### src/rtl/hist_ctrl_pkg.sv
// Shared state encoding, default parameters and helpers for the histogram run controller.
package hist_ctrl_pkg;

    typedef enum logic [2:0] {
        ST_IDLE  = 3'd0,
        ST_CLEAR = 3'd1,
        ST_RUN   = 3'd2,
        ST_FLUSH = 3'd3,
        ST_DONE  = 3'd4
    } run_state_e;

    localparam int DEF_DATA_WIDTH    = 32;
    localparam int DEF_NUM_BINS      = 256;
    localparam int DEF_CNT_WIDTH     = 16;
    localparam int DEF_FLUSH_TIMEOUT = 64;

    // Address width for a bin index; a single-bin histogram still needs one bit.
    function automatic int addr_w(input int n);
        return (n > 1) ? $clog2(n) : 1;
    endfunction

endpackage

### src/rtl/hist_clr_seq.sv
// Bin-clear address generator: walks clr_addr upward while go is high, restarts at 0 on done.
module hist_clr_seq
    import hist_ctrl_pkg::*;
#(
    parameter int NUM_BINS = DEF_NUM_BINS
) (
    input  logic                          aclk,
    input  logic                          areset,
    input  logic                          go,
    input  logic                          done,
    output logic [addr_w(NUM_BINS)-1:0]   clr_addr,
    output logic                          clr_en
);

    localparam int AW = addr_w(NUM_BINS);

    logic [AW-1:0] addr_q, addr_d;

    always_comb begin
        addr_d = '0;
        if (go && !done) begin
            addr_d = addr_q + 1'b1;
        end
    end

    always_ff @(posedge aclk or posedge areset) begin
        if (areset) begin
            addr_q <= '0;
        end else begin
            addr_q <= addr_d;
        end
    end

    assign clr_addr = addr_q;
    assign clr_en   = go;

endmodule

### src/rtl/hist_run_ctrl.sv
// Histogram run controller: clear bins, pass num_samples stream beats, wait for flush, pulse done.
// Optional flush watchdog enabled by defining HIST_RUN_CTRL_FLUSH_TIMEOUT_EN.
module hist_run_ctrl
    import hist_ctrl_pkg::*;
#(
    parameter int DATA_WIDTH    = DEF_DATA_WIDTH,
    parameter int NUM_BINS      = DEF_NUM_BINS,
    parameter int CNT_WIDTH     = DEF_CNT_WIDTH,
    parameter int FLUSH_TIMEOUT = DEF_FLUSH_TIMEOUT
) (
    input  logic                          aclk,
    input  logic                          areset,
    input  logic                          start,
    input  logic                          abort,
    input  logic [CNT_WIDTH-1:0]          num_samples,
    input  logic [DATA_WIDTH-1:0]         s_axis_tdata,
    input  logic                          s_axis_tvalid,
    output logic                          s_axis_tready,
    output logic [DATA_WIDTH-1:0]         m_axis_tdata,
    output logic                          m_axis_tvalid,
    input  logic                          m_axis_tready,
    output logic [addr_w(NUM_BINS)-1:0]   clr_addr,
    output logic                          clr_en,
    input  logic                          hist_busy,
    output logic                          busy,
    output logic                          done,
    output logic [CNT_WIDTH-1:0]          sample_cnt,
    output logic                          timeout_err
);

    localparam int AW = addr_w(NUM_BINS);

    run_state_e           state_q, state_d;
    logic [CNT_WIDTH-1:0] cnt_q, cnt_d;
    logic [CNT_WIDTH-1:0] tgt_q, tgt_d;
    logic [CNT_WIDTH-1:0] cnt_inc;
    logic                 run_pass;
    logic                 s_hs;
    logic                 clr_go;
    logic                 clr_last;

`ifdef HIST_RUN_CTRL_FLUSH_TIMEOUT_EN
    localparam int TW = $clog2(FLUSH_TIMEOUT + 1);
    logic [TW-1:0] tmo_q, tmo_d;
    logic          err_q, err_d;
`endif

    // Abort gates the stream in its own cycle so a beat is never passed but left uncounted.
    assign run_pass      = (state_q == ST_RUN) && !abort;
    assign m_axis_tdata  = s_axis_tdata;
    assign m_axis_tvalid = run_pass && s_axis_tvalid;
    assign s_axis_tready = run_pass && m_axis_tready;
    assign s_hs          = run_pass && s_axis_tvalid && m_axis_tready;

    assign clr_go   = (state_q == ST_CLEAR);
    assign clr_last = clr_go && (clr_addr == AW'(NUM_BINS - 1));
    assign cnt_inc  = cnt_q + 1'b1;

    hist_clr_seq #(
        .NUM_BINS (NUM_BINS)
    ) u_clr_seq (
        .aclk     (aclk),
        .areset   (areset),
        .go       (clr_go),
        .done     (clr_last || abort),
        .clr_addr (clr_addr),
        .clr_en   (clr_en)
    );

    always_comb begin
        state_d = state_q;
        cnt_d   = cnt_q;
        tgt_d   = tgt_q;
`ifdef HIST_RUN_CTRL_FLUSH_TIMEOUT_EN
        tmo_d   = '0;
        err_d   = err_q;
`endif
        if (abort) begin
            state_d = ST_IDLE;
        end else begin
            unique case (state_q)
                ST_IDLE: begin
                    if (start) begin
                        tgt_d   = num_samples;
                        cnt_d   = '0;
`ifdef HIST_RUN_CTRL_FLUSH_TIMEOUT_EN
                        err_d   = 1'b0;
`endif
                        state_d = ST_CLEAR;
                    end
                end
                ST_CLEAR: begin
                    if (clr_last) begin
                        state_d = (tgt_q == '0) ? ST_DONE : ST_RUN;
                    end
                end
                ST_RUN: begin
                    // cnt_q < tgt_q holds throughout RUN, so the increment cannot wrap.
                    if (s_hs) begin
                        cnt_d = cnt_inc;
                        if (cnt_inc == tgt_q) begin
                            state_d = ST_FLUSH;
                        end
                    end
                end
                ST_FLUSH: begin
                    if (!hist_busy) begin
                        state_d = ST_DONE;
                    end
`ifdef HIST_RUN_CTRL_FLUSH_TIMEOUT_EN
                    else if (tmo_q == TW'(FLUSH_TIMEOUT - 1)) begin
                        err_d   = 1'b1;
                        state_d = ST_DONE;
                    end else begin
                        tmo_d = tmo_q + 1'b1;
                    end
`endif
                end
                ST_DONE: begin
                    state_d = ST_IDLE;
                end
                default: begin
                    state_d = ST_IDLE;
                end
            endcase
        end
    end

    always_ff @(posedge aclk or posedge areset) begin
        if (areset) begin
            state_q <= ST_IDLE;
            cnt_q   <= '0;
            tgt_q   <= '0;
        end else begin
            state_q <= state_d;
            cnt_q   <= cnt_d;
            tgt_q   <= tgt_d;
        end
    end

`ifdef HIST_RUN_CTRL_FLUSH_TIMEOUT_EN
    always_ff @(posedge aclk or posedge areset) begin
        if (areset) begin
            tmo_q <= '0;
            err_q <= 1'b0;
        end else begin
            tmo_q <= tmo_d;
            err_q <= err_d;
        end
    end

    assign timeout_err = err_q;
`else
    assign timeout_err = 1'b0;
`endif

    assign busy       = (state_q != ST_IDLE);
    assign done       = (state_q == ST_DONE);
    assign sample_cnt = cnt_q;

endmodule

### config.mk
export PLATFORM = sky130hd
export DESIGN_NAME = hist_run_ctrl
export DESIGN_NICKNAME = d
export VERILOG_FILES = /design/src/rtl/hist_ctrl_pkg.sv /design/src/rtl/hist_clr_seq.sv /design/src/rtl/hist_run_ctrl.sv
export SDC_FILE = /design/constraint.sdc
export NUM_CORES = 1
export LEC_CHECK = 0
export ABC_AREA = 1
export CAP_MARGIN = 20
export CORE_ASPECT_RATIO = 1.75
export CORE_MARGIN = 8
export CORE_UTILIZATION = 68
export CTS_CLUSTER_SIZE = 30
export DETAILED_ROUTE_END_ITERATION = 6
export DONT_BUFFER_PORTS = 1
export PLACE_DENSITY_LB_ADDON = 0.15
export SLEW_MARGIN = 40
export SYNTH_ARGS = -nofsm -noshare
export SYNTH_HDL_FRONTEND = slang
export SYNTH_SLANG_ARGS = --single-unit
### constraint.sdc
create_clock -name aclk -period 2.8 [get_ports aclk]
set_input_delay 0.56 -clock aclk [delete_from_list [all_inputs] [get_ports aclk]]
set_output_delay 0.56 -clock aclk [all_outputs]
set_load 0.02 [all_outputs]
**Word-level counts from Yosys, hierarchy flattened**

Cells that the tools add are included.

- Register bits: 43
- Bits of input ports: 55
- Logic and storage cells: 48
- Output and inout port bits: 62

- Muxes and demuxes: 12
- Reduce and logical (&&, ||, !) cells: 16
- Equality and inequality tests: 13
- Bitwise operators: 1
- Add/subtract/negate cells: 2

Operators by type and width:

| operator | count |
|---|---|
| $mux W16 | 2 |
| $pmux W16 S2 | 1 |
| $mux W3 | 7 |
| $add A16 B1 Y16 const B | 1 |
| $eq A16 B16 Y1 | 1 |
| $logic_not A16 Y1 | 1 |
| $pmux W3 S4 | 1 |
| $ne A3 B3 Y1 const B | 3 |
| $add A8 B1 Y8 const B | 1 |
| $eq A8 B8 Y1 const B | 1 |
| $mux W8 | 1 |
| $eq A3 B2 Y1 const B | 2 |
| $logic_and A1 B1 Y1 | 6 |
| $ne A3 B2 Y1 const B | 2 |
| $reduce_and A5 Y1 | 1 |
| $ne A2 B2 Y1 const B | 2 |
| $reduce_and A4 Y1 | 1 |
| $eq A3 B1 Y1 const B | 1 |
| $eq A3 B3 Y1 const B | 1 |
| $logic_not A3 Y1 | 1 |
| $reduce_and A3 Y1 | 1 |
| $reduce_bool A3 Y1 | 1 |
| $logic_not A1 Y1 | 2 |
| $reduce_bool A2 Y1 | 1 |
| 2 further kinds | 2 |

**Longest topological paths before layout**

Gate-level depths: netlist of run 1.

- Depth in word-level cells: 7
- Gate-level depth with buffers: 16
- Gate-level depth less buffers: 16

**Modules after synthesis**

A second synthesis of run 1 with hierarchy kept.

- Cell total of the unflattened synthesis: 400
- Area total of the unflattened synthesis: 2,874.0 µm²

Modules (own cells, without submodules):

| module | sequential area each (µm²) | area each (µm²) | cells an instance | times used |
|---|---|---|---|---|
| hist_run_ctrl | 875.8 | 2,496.1 | 353 | 1 |
| hist_clr_seq | 200.2 | 377.9 | 47 | 1 |

**Worst setup path after synthesis of run 1**

OpenSTA, ideal clock, no wires.

- Path kind: register to register
- From: register cnt_q[0] (netlist: sample_cnt[0])
- To: register state_q[1]
- Path buffers: 0
- Stages on the path, launching flop included: 17
- Period minus slack after synthesis: 1.876 ns
- Setup slack: 0.924 ns
- Data required time: 2.683 ns
- Library setup time: 0.117 ns
- Arrival: 1.759 ns
- Path through: dfrtp_1 -> ha_1 -> nand2_1 -> nor2_2 -> nand2_1 -> nand2_1 -> nand2_1 -> nand2_1 -> nand2_1 -> inv_1 -> nand2_1 -> nor2_1 -> nand3_1 -> nand2_2 -> nand2_2 -> nand2_1 -> nand2_1

- Longest elaborated chain between the ends: 4

Ends and longest elaborated chain:

| element | RTL line | source |
|---|---|---|
| start, declared | hist_run_ctrl.sv:34 | `logic [CNT_WIDTH-1:0] cnt_q, cnt_d;` |
| start signal, assigned | hist_run_ctrl.sv:136 | `cnt_q <= cnt_d;` |
| $add A16 B1 Y16 | hist_run_ctrl.sv:57 | `assign cnt_inc = cnt_q + 1'b1;` |
| $eq A16 B16 Y1 | hist_run_ctrl.sv:101 | `if (cnt_inc == tgt_q) begin` |
| $ne A3 B2 Y1 (no line) | n/a |  |
| $reduce_and A5 Y1 (no line) | n/a |  |
| end signal, assigned | hist_run_ctrl.sv:135 | `state_q <= state_d;` |
| end, declared | hist_run_ctrl.sv:33 | `run_state_e state_q, state_d;` |

Every way passes these cells.
A chain may end at the register's enable or synchronous reset.

**Final worst setup path of run 1**

- From: register state_q[2]
- To: register cnt_q[0] (netlist: sample_cnt[0])

- Longest elaborated chain between the ends: 6
- Elaborated cells between the ends (all ways): 10
- Those cells by class: 3 x eq/ne; 1 x mux; 6 x reduce/logical

Ends and longest elaborated chain:

| element | RTL line | source |
|---|---|---|
| $eq A3 B2 Y1 | hist_run_ctrl.sv:49 | `assign run_pass = (state_q == ST_RUN) && !abort;` |
| $logic_and A1 B1 Y1 | hist_run_ctrl.sv:49 |  |
| $logic_and A1 B1 Y1 | n/a |  |
| via m_axis_tvalid | hist_run_ctrl.sv:20 | `output logic m_axis_tvalid,` |
| $logic_and A1 B1 Y1 | hist_run_ctrl.sv:53 | `assign s_hs = run_pass && s_axis_tvalid && m_axis_tready;` |
| $ne A2 B2 Y1 (no line) | n/a |  |
| $reduce_and A4 Y1 (no line) | n/a |  |

The timed path passes the listed nets, and every way through them passes these cells.

==> impl_results.html, run 1 <==
<table>
<tr><th>Metric</th><th>Value</th></tr>
<tr><th colspan="2">Status</th></tr>
<tr><td>Status</td><td>finished clean</td></tr>
<tr><th colspan="2">Power</th></tr>
<tr><td>Internal power summed over all cells</td><td>between 1 and 1.5 mW</td></tr>
<tr><td>Sequential Power Share</td><td>around 46%</td></tr>
<tr><td>Maximum VDD drop</td><td>612 uV</td></tr>
<tr><td>Clock network power share</td><td>23.0%</td></tr>
<tr><td>Cell leakage power</td><td>about 1.3 nW</td></tr>
<tr><td>Switching power of the nets</td><td>between 700 and 800 uW</td></tr>
<tr><td>Power density over the cells</td><td>753 nW/um^2</td></tr>
<tr><td>Share of power burned in combinational logic</td><td>between 30% and 40%</td></tr>
<tr><td>Switch share</td><td>a little under two fifths</td></tr>
<tr><td>Power after layout</td><td>2.00 mW</td></tr>
<tr><th colspan="2">Placement</th></tr>
<tr><td># port buffers</td><td>0</td></tr>
<tr><td>HPWL after DPL</td><td>5080 microns</td></tr>
<tr><td>Placed standard-cell area</td><td>2550 sq um</td></tr>
<tr><td>Placer congestion estimate</td><td>around 0.9</td></tr>
<tr><td>Placement Setup Slack</td><td>roughly 0.44 ns</td></tr>
<tr><th colspan="2">Die</th></tr>
<tr><td>Number of primary I/O pins</td><td>117</td></tr>
<tr><td>Horizontal die dimension</td><td>64.0 microns</td></tr>
<tr><td>Placeable core region</td><td>3870 sq um</td></tr>
<tr><td>Starting utilization of the core area</td><td>70.9%</td></tr>
<tr><td>Area enclosed by the die boundary</td><td>6400 sq um</td></tr>
<tr><td>Die outline height</td><td>100 microns</td></tr>
<tr><td>Number of standard-cell rows in the floorplan</td><td>30</td></tr>
<tr><th colspan="2">Final layout</th></tr>
<tr><td>Post-synthesis to final-layout area growth</td><td>-3.10%</td></tr>
<tr><td>Fillers</td><td>between 300 and 400</td></tr>
<tr><td>Ratio of cells with drive above 1 in the final layout</td><td>8.65%</td></tr>
<tr><td>Post-layout nets</td><td>404</td></tr>
<tr><td>Area of all placed cells without fillers</td><td>about 2700 sq um</td></tr>
<tr><td>Antenna Diode Count</td><td>0</td></tr>
<tr><th colspan="2">Critical path</th></tr>
<tr><td>Type of element capturing the critical path</td><td>register</td></tr>
<tr><td>Number of cell instances on the worst register-to-register path</td><td>11</td></tr>
<tr><td>Path type of the worst setup path</td><td>register to register</td></tr>
<tr><td>Endpoint of the worst-slack reg-to-reg timing path</td><td>sample_cnt[0]</td></tr>
<tr><td>Worst reg2reg startpoint</td><td>state_q[2]</td></tr>
<tr><td>Worst R2R Setup Slack</td><td>0.52 ns</td></tr>
<tr><td>Peak fanout along the critical path</td><td>14</td></tr>
<tr><td>WP data required</td><td>2.96 ns</td></tr>
<tr><td>Arrival @ worst endpoint</td><td>2.44 ns</td></tr>
<tr><td>Worst Setup Start Kind</td><td>register</td></tr>
<tr><th colspan="2">Clock tree</th></tr>
<tr><td>Number of buffers added by the clock tree synthesis step</td><td>5</td></tr>
<tr><td>Number of levels the H-tree was split into</td><td>2</td></tr>
<tr><td>CTS clk-pin slew, worst paths</td><td>0.07 ns</td></tr>
<tr><td>Clk sink count</td><td>43</td></tr>
<tr><td>Count of cells resized by post-cts repair</td><td>0</td></tr>
<tr><td>CTS tree</td><td>yes</td></tr>
<tr><td>Maximum clock path buffer count</td><td>2</td></tr>
<tr><td>Setup Buffers After CTS</td><td>0</td></tr>
<tr><td>Latest clock arrival within the worst-skew pair</td><td>0.29 ns</td></tr>
<tr><td>Number of hold buffers added after CTS</td><td>0</td></tr>
<tr><td>Buffer type at the clock tree root</td><td>clkbuf_8</td></tr>
<tr><th colspan="2">STA</th></tr>
<tr><td>Highest Clock Rate</td><td>0.438 GHz</td></tr>
<tr><td>Worst Clk Skew</td><td>between 0.006 and 0.007 ns</td></tr>
<tr><td>Max-slew violation count</td><td>0</td></tr>
<tr><td>Fraction of the cycle the final worst path needs</td><td>between 80% and 90%</td></tr>
<tr><td>Final setup violation count</td><td>0</td></tr>
<tr><td>Count of endpoints failing hold in the final timing report</td><td>0</td></tr>
<tr><td>RSZ-0062 raised after global routing</td><td>no</td></tr>
<tr><td>Final critical path time including I/O delays and setup</td><td>~2.3 ns</td></tr>
<tr><td>Setup TNS</td><td>0 ns</td></tr>
<tr><td>Final worst slack</td><td>0.515 ns</td></tr>
<tr><td>Actual slew at the worst max-slew pin</td><td>0.631 ns</td></tr>
<tr><td>Max transition margin</td><td>a little under three fifths</td></tr>
<tr><th colspan="2">Synth</th></tr>
<tr><td>Synth Cell Area</td><td>~2700 sq um</td></tr>
<tr><td>Library cells used by synthesis</td><td>30</td></tr>
<tr><td>Count of yosys warnings during synthesis</td><td>0</td></tr>
<tr><td>Most used flip-flop cell after synthesis</td><td>dfrtp_1</td></tr>
<tr><td>Post-synthesis net count</td><td>432</td></tr>
<tr><td>Average footprint of a synthesized cell</td><td>between 7 and 8 sq um</td></tr>
<tr><td>Synthesized netlist cell count</td><td>375</td></tr>
<tr><td>Share of async-settable or async-resettable flops after synthesis</td><td>between 90% and 100%</td></tr>
<tr><td>Sequential fraction of the synthesis area</td><td>39.3%</td></tr>
<tr><td>Flip-flop and latch count after synthesis</td><td>43</td></tr>
<tr><td>Number of synthesized flops with an enable pin</td><td>0</td></tr>
<tr><th colspan="2">Drt</th></tr>
<tr><td>Post-detailed-route via-to-cell ratio</td><td>5.92</td></tr>
<tr><td>Total wire length</td><td>around 6500 microns</td></tr>
<tr><td>Residual antenna-violating net count after detailed routing</td><td>0</td></tr>
<tr><td>Average wire per standard cell</td><td>16.6 microns</td></tr>
<tr><td>Number of violations reported at the end of detailed-routing iteration 0</td><td>70</td></tr>
<tr><td>Routed via count</td><td>2340</td></tr>
<tr><td>Remaining DRCs</td><td>0</td></tr>
<tr><td>Iteration count of the initial detailed-routing pass</td><td>5</td></tr>
<tr><th colspan="2">Global route</th></tr>
<tr><td>Overall routing resource usage</td><td>a little over a fifth</td></tr>
<tr><td>Initial antenna violation count</td><td>0</td></tr>
<tr><td>Wire length of the first global-routing pass</td><td>10700 microns</td></tr>
<tr><td>Number of global-route vias before repair</td><td>between 2000 and 2500</td></tr>
<tr><td>Pin count of the biggest net entering global routing</td><td>37</td></tr>
<tr><td>Global route overflow</td><td>0</td></tr>
<tr><th colspan="2">Worst hold path</th></tr>
<tr><td>Class of the worst hold path</td><td>input pin to asynchronous set/reset pin</td></tr>
<tr><th colspan="2">Flow run</th></tr>
<tr><td>Reported max-cap violation count</td><td>0</td></tr>
</table>
## worst max-delay path: stages (launching register included)
cell and delay (ns):
dfrtp_1 0.45, nor2_4 0.18, nand2_4 0.09, inv_2 0.06
nand2_2 0.08, nor2_4 0.24, nand2_2 0.27, nand2_1 0.13
o21a_2 0.15, inv_2 0.05, nor2_4 0.32, o21ai_0 0.14
## worst max-delay path by stage
stage,cells after the start,endpoint,slack [ns],from
global route,14,state_q[1],0.25,sample_cnt[0]
finish,11,sample_cnt[0],0.52,state_q[2]
floorplan,16,state_q[1],0.92,sample_cnt[0]
detailed placement,11,sample_cnt[0],0.44,abort
global placement,11,sample_cnt[0],0.43,abort
CTS,11,sample_cnt[0],0.48,state_q[2]
## state kept, by name, indices dropped and copies added (netlist names)
register / count
sample_cnt: 16
u_clr_seq.clr_addr: 8
tgt_q: 16
state_q: 3
## logic make-up after synthesis
logic type	count (synthesis)	synth area share, %
adders and majority gates	2	0.913
other	1	0.137
buffers and inverters	87	16.6
and+or+nand+nor	190	31.1
xor gates and xnor gates	5	1.60
DFF	43	39.3
muxes	3	1.23
AOI/OAI and AO/OA	44	9.22
## final cells by class
type | instances | area [sq um] | area share (%)
Sequential cell | 43 | 1080 | 40.5
Timing Repair Buffer | 3 | 22.5 | 0.848
Multi-Input combinational cell | 245 | 1210 | 45.6
Tap cell | 48 | 60.1 | 2.26
Inverter | 49 | 184 | 6.92
Clock buffer | 6 | 72.6 | 2.73
Clock inverter | 1 | 30.0 | 1.13
## metal layers
metal	global-route usage (%)	wire length, microns	up-vias
li1	-	-	1117
met1	18.6	2110	1105
met2	38.1	3550	99
met3	9.04	668	19
met4	11.4	211	0
met5	0	0	-
## through the flow
step,hold WS (ns),instances,util (%)
6_report,0.0454,395,68.7
3_3_place_gp,0.355,388,66.1
4_1_cts,0.0392,395,68.7
5_1_grt,0.0481,395,68.7
2_1_floorplan,0.516,375,-
3_5_place_dp,0.359,388,66.1
## cell usage after synthesis, types with 5 or more instances
cell type / number / area share (%)
nand2_1: 87 / 12
inv_1: 47 / 6.4
dfrtp_1: 43 / 39
nor2_1: 42 / 5.8
buf_4: 34 / 9.3
nand3_1: 28 / 5.1
a21oi_1: 19 / 3.5
o22ai_1: 12 / 2.7
o21ai_0: 9 / 1.6
nand4_1: 8 / 1.8
nand2_2: 5 / 1.1
## placed cells by master, fill, tap and decap left out
cell type	netlist	routed
o21ai_1	1	1
conb_1	1	1
clkbuf_1	4	1
nor2_4	3	3
o22ai_1	12	12
clkinv_1	0	1
bufinv_16	0	1
xor2_1	4	4
xnor2_1	1	1
nor3_2	1	1
ha_1	2	2
clkbuf_8	0	5
and3_1	1	1
o21a_2	1	1
nor4_1	4	4
nand3b_1	2	2
a211oi_1	1	1
a21oi_4	1	1
buf_4	34	3
nand2_1	87	87
nand4_1	8	8
inv_2	2	2
nor3_1	4	4
inv_1	47	46
nand2_2	5	5
nand3_1	28	28
dfrtp_1	43	43
o21ai_0	9	9
mux2_2	3	3
nor2_1	42	42
a21oi_1	19	19
nand2_4	1	1
nor2_2	4	4
## power groups by stage
stage / sequential (mW) / clock, mW / combinational [mW]
global route: 0.947 / 0.496 / 0.708
finish: 0.922 / 0.461 / 0.618
floorplan: 0.882 / 0 / 0.582
global placement: 0.930 / 0 / 0.608
CTS: 0.922 / 0.470 / 0.626
detailed placement: 0.933 / 0 / 0.623
Power figures use the tool's default switching activity.
==> run 2: changes to the inputs <==
--- a/config.mk
+++ b/config.mk
@@ -9,7 +9,7 @@
 export CAP_MARGIN = 20
 export CORE_ASPECT_RATIO = 1.75
 export CORE_MARGIN = 8
-export CORE_UTILIZATION = 68
+export CORE_UTILIZATION = 63
 export CTS_CLUSTER_SIZE = 30
 export DETAILED_ROUTE_END_ITERATION = 6
 export DONT_BUFFER_PORTS = 1
==> constraint.sdc (replaced) <==
create_clock -name aclk -period 2.32 [get_ports aclk]
set_input_delay 0.464 -clock aclk [delete_from_list [all_inputs] [get_ports aclk]]
set_output_delay 0.464 -clock aclk [all_outputs]
set_load 0.02 [all_outputs]
==> run 2 against run 1 <==
Combinational power rose by 29%; clock skew decreased by 0.0014 ns; critical endpoint is now state_q[1]; total power is 23% higher; die area increased by 6.3%; sequential power grew 19%; final area is 4.2% higher; worst hold slack better by 0.27 ns; worst setup slack lost 0.25 ns; largest cell class unchanged.
==> impl_results.html, run 2 (synthesis results as in run 1) <==
<table>
<tr><th>Metric</th><th>Value</th></tr>
<tr><th colspan="2">STA</th></tr>
<tr><td>RSZ-0062 raised after global routing</td><td>no</td></tr>
<tr><td>Fraction of the cycle the final worst path needs</td><td>88.6%</td></tr>
<tr><td>Worst Clk Skew</td><td>0.00483 ns</td></tr>
<tr><td>Max-slew violation count</td><td>0</td></tr>
<tr><td>Highest Clock Rate</td><td>just under 0.5 GHz</td></tr>
<tr><td>Final critical path time including I/O delays and setup</td><td>2.05 ns</td></tr>
<tr><td>Count of endpoints failing hold in the final timing report</td><td>0</td></tr>
<tr><td>Actual slew at the worst max-slew pin</td><td>between 0.5 and 0.6 ns</td></tr>
<tr><td>Final worst slack</td><td>0.265 ns</td></tr>
<tr><td>Final setup violation count</td><td>0</td></tr>
<tr><td>Max transition margin</td><td>64.9%</td></tr>
<tr><td>Setup TNS</td><td>0 ns</td></tr>
<tr><th colspan="2">Final layout</th></tr>
<tr><td>Antenna Diode Count</td><td>0</td></tr>
<tr><td>Post-synthesis to final-layout area growth</td><td>1.00%</td></tr>
<tr><td>Ratio of cells with drive above 1 in the final layout</td><td>around an eighth</td></tr>
<tr><td>Area of all placed cells without fillers</td><td>2770 sq um</td></tr>
<tr><td>Most common cell after layout, fill and taps aside</td><td>nand2_1</td></tr>
<tr><td>Highest-count cells in the layout ignoring fill and taps</td><td>nand2_1 (87), inv_1 (46), nor2_1 (42), dfrtp_1 (42), nand3_1 (28)</td></tr>
<tr><td>Post-layout nets</td><td>418</td></tr>
<tr><td>Number of standard cells in the layout, taps in and fillers out</td><td>412</td></tr>
<tr><th colspan="2">Placement</th></tr>
<tr><td># port buffers</td><td>0</td></tr>
<tr><td>Number of cells in the design after placement</td><td>404</td></tr>
<tr><td>Placer congestion estimate</td><td>between 0.9 and 1</td></tr>
<tr><td>Placed standard-cell area</td><td>2660 sq um</td></tr>
<tr><td>Placement Setup Slack</td><td>0.231 ns</td></tr>
<tr><td>HPWL after DPL</td><td>5270 microns</td></tr>
<tr><th colspan="2">Worst hold path</th></tr>
<tr><td>Class of the worst hold path</td><td>input pin to register</td></tr>
<tr><td>End of the worst hold path</td><td>tgt_q[7]</td></tr>
<tr><td>Cell count of the worst hold path</td><td>1</td></tr>
<tr><td>Hold_sp</td><td>num_samples[7]</td></tr>
<tr><th colspan="2">Critical path</th></tr>
<tr><td>Worst R2R Setup Slack</td><td>0.27 ns</td></tr>
<tr><td>Type of element capturing the critical path</td><td>register</td></tr>
<tr><td>Worst reg2reg startpoint</td><td>sample_cnt[0]</td></tr>
<tr><td>Number of cell instances on the worst register-to-register path</td><td>16</td></tr>
<tr><td>Path type of the worst setup path</td><td>register to register</td></tr>
<tr><td>WP data required</td><td>approximately 2.5 ns</td></tr>
<tr><td>Start point of the critical path</td><td>sample_cnt[0]</td></tr>
<tr><td>Endpoint of the worst-slack reg-to-reg timing path</td><td>state_q[1]</td></tr>
<tr><td>Arrival @ worst endpoint</td><td>roughly 2.3 ns</td></tr>
<tr><td>Worst Setup Start Kind</td><td>register</td></tr>
<tr><td>Peak fanout along the critical path</td><td>5</td></tr>
<tr><th colspan="2">Power</th></tr>
<tr><td>Maximum VDD drop</td><td>678 uV</td></tr>
<tr><td>Cell leakage power</td><td>1.32 nW</td></tr>
<tr><td>Power density over the cells</td><td>888 nW/um^2</td></tr>
<tr><td>Power after layout</td><td>around 2.5 mW</td></tr>
<tr><th colspan="2">Global route</th></tr>
<tr><td>Global route overflow</td><td>0</td></tr>
<tr><td>Pin count of the biggest net entering global routing</td><td>30</td></tr>
<tr><td>Initial antenna violation count</td><td>0</td></tr>
<tr><td>Number of global-route vias before repair</td><td>2383</td></tr>
<tr><td>Wire length of the first global-routing pass</td><td>10700 microns</td></tr>
<tr><td>Overall routing resource usage</td><td>20.4%</td></tr>
<tr><th colspan="2">Die</th></tr>
<tr><td>Area enclosed by the die boundary</td><td>6800 sq um</td></tr>
<tr><td>Starting utilization of the core area</td><td>64.0%</td></tr>
<tr><td>Die outline height</td><td>103 microns</td></tr>
<tr><td>Number of primary I/O pins</td><td>117</td></tr>
<tr><td>Horizontal die dimension</td><td>65.9 microns</td></tr>
<tr><td>Placeable core region</td><td>4280 sq um</td></tr>
<tr><td>Number of standard-cell rows in the floorplan</td><td>32</td></tr>
<tr><th colspan="2">Clock tree</th></tr>
<tr><td>CTS clk-pin slew, worst paths</td><td>0.08 ns</td></tr>
<tr><td>CTS tree</td><td>yes</td></tr>
<tr><td>Buffer type at the clock tree root</td><td>clkbuf_8</td></tr>
<tr><td>Clk sink count</td><td>43</td></tr>
<tr><td>Number of buffers added by the clock tree synthesis step</td><td>5</td></tr>
<tr><td>Number of levels the H-tree was split into</td><td>2</td></tr>
<tr><td>Maximum clock path buffer count</td><td>2</td></tr>
<tr><td>Latest clock arrival within the worst-skew pair</td><td>0.29 ns</td></tr>
<tr><td>Setup Buffers After CTS</td><td>0</td></tr>
<tr><th colspan="2">Drt</th></tr>
<tr><td>Routed via count</td><td>2350</td></tr>
<tr><td>Total wire length</td><td>6650 microns</td></tr>
<tr><td>Residual antenna-violating net count after detailed routing</td><td>0</td></tr>
<tr><td>Post-detailed-route via-to-cell ratio</td><td>about 5.7</td></tr>
<tr><td>Average wire per standard cell</td><td>16.1 microns</td></tr>
<tr><td>Iteration count of the initial detailed-routing pass</td><td>4</td></tr>
<tr><td>Remaining DRCs</td><td>0</td></tr>
<tr><td>Number of violations reported at the end of detailed-routing iteration 0</td><td>126</td></tr>
<tr><th colspan="2">Flow run</th></tr>
<tr><td>Reported max-cap violation count</td><td>0</td></tr>
<tr><th colspan="2">Status</th></tr>
<tr><td>Status</td><td>finished clean</td></tr>
</table>
## run 2: changes by cell type in the layout (fill, tap and decap cells not counted), sizes merged
cell / previous run / this run
buf: 3 / 16
dlygate4sd3: 0 / 1
## run 2: cell type report
class	count	area, sq um
fill	397	1520
clock buffer	6	72.6
clock inverter	1	30.0
timing repair buffer	17	130
multi-input combinational	245	1210
inverter	49	184
tap	51	63.8
sequential	43	1080
## run 2: worst max-delay path: stages, from the launching register on
cell and delay, ns:
dfrtp_1 0.35, buf_4 0.17, inv_1 0.10, nor2_2 0.22
nand2_2 0.12, nor2_1 0.16, nand2_1 0.09, nand2_1 0.08
nand2_1 0.05, nand2_1 0.08, nand2_1 0.06, nor2_1 0.10
nand3_1 0.11, nand2_2 0.10, nand2_2 0.06, nand2_1 0.06
nand2_1 0.05
## run 2: what timing repair did
action                     CTS  global route
gates resized for setup      0             1
hold endpoints to repair     8             0
hold buffers                 1             0
setup endpoints to repair    0             3
## run 2: power by group
part / internal [mW] / switching, mW
Sequential: 0.918 / 0.178
Combinational: 0.285 / 0.512
Clock: 0.316 / 0.251
## run 2: worst max-delay path by stage
stage	endpoint	slack, ns
after floorplan	state_q[1]	0.44
after global placement	state_q[1]	0.30
after detailed placement	state_q[1]	0.23
after CTS	state_q[1]	0.21
after global routing	state_q[0]	0.05
final	state_q[1]	0.27
## run 2: per-layer routing
layer	global-route usage, %	up-vias	wire length [microns]
li1	-	1144	-
met1	19.2	1092	2310
met2	36.8	88	3470
met3	6.69	26	572
met4	12.3	0	294
met5	0	-	0
## run 2: through the flow
stage | hold slack (ns) | utilization, %
2_1_floorplan | 0.516 | -
3_3_place_gp | 0.287 | 62.0
3_5_place_dp | 0.286 | 62.0
4_1_cts | 0.308 | 64.6
5_1_grt | 0.303 | 64.6
6_report | 0.313 | 64.6
==> run 3: changes to the inputs <==
--- a/config.mk
+++ b/config.mk
@@ -8,7 +8,6 @@
 export ABC_AREA = 1
 export CAP_MARGIN = 20
 export CORE_ASPECT_RATIO = 1.75
-export CORE_MARGIN = 8
 export CORE_UTILIZATION = 63
 export CTS_CLUSTER_SIZE = 30
 export DETAILED_ROUTE_END_ITERATION = 6
==> run 3 against run 2 <==
Sequential share of layout area up 0.42 points; utilization up 1.5 points; critical path depth unchanged; worst hold slack worse by 0.26 ns; clock skew up 0.00060 ns; final cell count down 1.5%; non-clock buffer count down 5; final area down 0.95%; clock power up 9.2%; maximum frequency up 0.16%; critical path type unchanged; largest cell class unchanged.
==> impl_results.html, run 3 (synthesis results as in run 1) <==
<table>
<tr><th>Metric</th><th>Value</th></tr>
<tr><th colspan="2">Status</th></tr>
<tr><td>Status</td><td>finished clean</td></tr>
<tr><th colspan="2">STA</th></tr>
<tr><td>Max-slew violation count</td><td>0</td></tr>
<tr><td>Worst Clk Skew</td><td>about 0.0054 ns</td></tr>
<tr><td>Final worst slack</td><td>between 0.2 and 0.3 ns</td></tr>
<tr><td>Final hold slack</td><td>0.0490 ns</td></tr>
<tr><td>Actual slew at the worst max-slew pin</td><td>0.682 ns</td></tr>
<tr><td>Fraction of the cycle the final worst path needs</td><td>roughly 90%</td></tr>
<tr><td>Final setup violation count</td><td>0</td></tr>
<tr><td>Max transition margin</td><td>54.2%</td></tr>
<tr><td>Final critical path time including I/O delays and setup</td><td>2.05 ns</td></tr>
<tr><td>RSZ-0062 raised after global routing</td><td>no</td></tr>
<tr><td>Highest Clock Rate</td><td>0.487 GHz</td></tr>
<tr><td>Setup TNS</td><td>0 ns</td></tr>
<tr><td>Count of endpoints failing hold in the final timing report</td><td>0</td></tr>
<tr><th colspan="2">Clock tree</th></tr>
<tr><td>Buffer type at the clock tree root</td><td>clkbuf_8</td></tr>
<tr><td>CTS clk-pin slew, worst paths</td><td>0.08 ns</td></tr>
<tr><td>Maximum clock path buffer count</td><td>2</td></tr>
<tr><td>Number of buffers added by the clock tree synthesis step</td><td>5</td></tr>
<tr><td>CTS tree</td><td>yes</td></tr>
<tr><td>Clk sink count</td><td>43</td></tr>
<tr><td>Setup Buffers After CTS</td><td>0</td></tr>
<tr><td>Number of levels the H-tree was split into</td><td>2</td></tr>
<tr><td>Latest clock arrival within the worst-skew pair</td><td>0.31 ns</td></tr>
<tr><th colspan="2">Final layout</th></tr>
<tr><td>Post-layout nets</td><td>413</td></tr>
<tr><td>Antenna Diode Count</td><td>0</td></tr>
<tr><td>Most common cell after layout, fill and taps aside</td><td>nand2_1</td></tr>
<tr><td>Highest-count cells in the layout ignoring fill and taps</td><td>nand2_1 (87), inv_1 (46), nor2_1 (42), dfrtp_1 (41), nand3_1 (28)</td></tr>
<tr><td>Post-synthesis to final-layout area growth</td><td>0.0456%</td></tr>
<tr><td>Number of standard cells in the layout, taps in and fillers out</td><td>406</td></tr>
<tr><td>Fillers</td><td>around 370</td></tr>
<tr><td>Ratio of cells with drive above 1 in the final layout</td><td>12.3%</td></tr>
<tr><th colspan="2">Power</th></tr>
<tr><td>Switch share</td><td>38.2%</td></tr>
<tr><td>Cell leakage power</td><td>1.31 nW</td></tr>
<tr><td>Power density over the cells</td><td>approximately 910 nW/um^2</td></tr>
<tr><td>Maximum VDD drop</td><td>771 uV</td></tr>
<tr><td>Share of power burned in combinational logic</td><td>between 30% and 40%</td></tr>
<tr><td>Power after layout</td><td>approximately 2.5 mW</td></tr>
<tr><td>Internal power summed over all cells</td><td>1.55 mW</td></tr>
<tr><td>Sequential Power Share</td><td>44.0%</td></tr>
<tr><td>Clock network power share</td><td>between 20% and 30%</td></tr>
<tr><td>Switching power of the nets</td><td>roughly 960 uW</td></tr>
<tr><th colspan="2">Drt</th></tr>
<tr><td>Post-detailed-route via-to-cell ratio</td><td>5.85</td></tr>
<tr><td>Remaining DRCs</td><td>0</td></tr>
<tr><td>Iteration count of the initial detailed-routing pass</td><td>5</td></tr>
<tr><td>Routed via count</td><td>2375</td></tr>
<tr><td>Total wire length</td><td>6500 microns</td></tr>
<tr><td>Residual antenna-violating net count after detailed routing</td><td>0</td></tr>
<tr><td>Average wire per standard cell</td><td>~16 microns</td></tr>
<tr><td>Number of violations reported at the end of detailed-routing iteration 0</td><td>63</td></tr>
<tr><th colspan="2">Critical path</th></tr>
<tr><td>WP data required</td><td>2.52 ns</td></tr>
<tr><td>Number of cell instances on the worst register-to-register path</td><td>16</td></tr>
<tr><td>Worst reg2reg startpoint</td><td>sample_cnt[0]</td></tr>
<tr><td>Setup crit end</td><td>state_q[1]</td></tr>
<tr><td>Path type of the worst setup path</td><td>register to register</td></tr>
<tr><td>Endpoint of the worst-slack reg-to-reg timing path</td><td>state_q[1]</td></tr>
<tr><td>Worst Setup Start Kind</td><td>register</td></tr>
<tr><td>Arrival @ worst endpoint</td><td>~2.3 ns</td></tr>
<tr><td>Type of element capturing the critical path</td><td>register</td></tr>
<tr><td>Start point of the critical path</td><td>sample_cnt[0]</td></tr>
<tr><td>Peak fanout along the critical path</td><td>5</td></tr>
<tr><td>Worst R2R Setup Slack</td><td>between 0.2 and 0.3 ns</td></tr>
<tr><th colspan="2">Global route</th></tr>
<tr><td>Initial antenna violation count</td><td>0</td></tr>
<tr><td>Overall routing resource usage</td><td>between 30 and 40%</td></tr>
<tr><td>Met3 usage</td><td>7.48%</td></tr>
<tr><td>Routing usage on met1</td><td>29.0%</td></tr>
<tr><td>Busiest layer in global routing</td><td>met2</td></tr>
<tr><td>Wire length of the first global-routing pass</td><td>~10000 microns</td></tr>
<tr><td>Global route overflow</td><td>0</td></tr>
<tr><td>Pin count of the biggest net entering global routing</td><td>30</td></tr>
<tr><td>Met2 track demand over resource</td><td>54.7%</td></tr>
<tr><td>Number of global-route vias before repair</td><td>around 2300</td></tr>
<tr><th colspan="2">Worst hold path</th></tr>
<tr><td>Class of the worst hold path</td><td>input pin to asynchronous set/reset pin</td></tr>
<tr><th colspan="2">Die</th></tr>
<tr><td>Number of primary I/O pins</td><td>117</td></tr>
<tr><td>Die outline height</td><td>between 80 and 90 microns</td></tr>
<tr><td>Placeable core region</td><td>4150 sq um</td></tr>
<tr><td>Number of standard-cell rows in the floorplan</td><td>31</td></tr>
<tr><td>Area enclosed by the die boundary</td><td>4630 sq um</td></tr>
<tr><td>Starting utilization of the core area</td><td>66.1%</td></tr>
<tr><td>Horizontal die dimension</td><td>51.9 microns</td></tr>
<tr><th colspan="2">Placement</th></tr>
<tr><td>Number of cells in the design after placement</td><td>398</td></tr>
<tr><td># port buffers</td><td>0</td></tr>
<tr><td>Placer congestion estimate</td><td>0.995</td></tr>
<tr><td>HPWL after DPL</td><td>5040 microns</td></tr>
<tr><td>Placement Setup Slack</td><td>between 0.15 and 0.2 ns</td></tr>
<tr><th colspan="2">Flow run</th></tr>
<tr><td>Reported max-cap violation count</td><td>0</td></tr>
</table>
==> run 3: changes by cell type in the layout (fill, tap and decap cells not counted), sizes merged <==
cell         delta
buf             -4
dlygate4sd3     -1
inv             +1
==> run 3: cell type report <==
type                    count  area (sq um)  area share [%]
clock buffers               6          82.6            3.01
clock inverters             2          35.0            1.28
inverters                  49           184            6.71
multi-input cells         245          1210            44.2
flip-flops and latches     43          1080            39.3
well taps                  49          61.3            2.24
repair buffers             12          90.1            3.28
==> run 3: critical path: stages (launching register included) <==
cell and delay [ns]:
dfrtp_1 0.36, buf_4 0.17, inv_1 0.10, nor2_2 0.23
nand2_2 0.11, nor2_1 0.11, nand2_1 0.08, nand2_1 0.08
nand2_1 0.06, nand2_1 0.07, nand2_1 0.07, nor2_1 0.12
nand3_1 0.12, nand2_2 0.09, nand2_2 0.06, nand2_1 0.06
nand2_1 0.05
==> run 3: routing by layer <==
layer | up-vias | share of wire [%]
met5 | - | 0
met4 | 0 | 4.3
met3 | 29 | 6.6
met2 | 99 | 54
met1 | 1115 | 35
li1 | 1132 | -
==> run 3: how the worst min path moves through the flow <==
| stage | end | startpoint |
|---|---|---|
| 2_1_floorplan | tgt_q[7] | tgt_q[7] |
| 3_3_place_gp | u_clr_seq.clr_addr[1] | areset |
| 3_5_place_dp | u_clr_seq.clr_addr[0] | areset |
| 4_1_cts | sample_cnt[0] | areset |
| 5_1_grt | sample_cnt[0] | areset |
| 6_report | u_clr_seq.clr_addr[0] | areset |
==> run 3: power groups by stage <==
stage / registers [mW] / clock network [mW] / logic [mW]
4_1_cts: 1.10 / 0.621 / 0.794
3_3_place_gp: 1.11 / 0 / 0.773
5_1_grt: 1.12 / 0.657 / 0.877
6_report: 1.10 / 0.618 / 0.784
3_5_place_dp: 1.11 / 0 / 0.790
2_1_floorplan: 1.06 / 0 / 0.703
==> run 3: stage by stage <==
| stage | utilization (%) | area (sq um) |
|---|---|---|
| global route | 66.1 | 2740 |
| global placement | 63.2 | 2620 |
| detailed placement | 63.2 | 2620 |
| finish | 66.1 | 2740 |
| CTS | 66.0 | 2740 |
| floorplan | - | 2740 |
==> run 3: timing repair <==
action / CTS / global route
resized for setup: 0 / 2
endpoints found under the setup margin: 0 / 3
hold buffers: 0 / 0
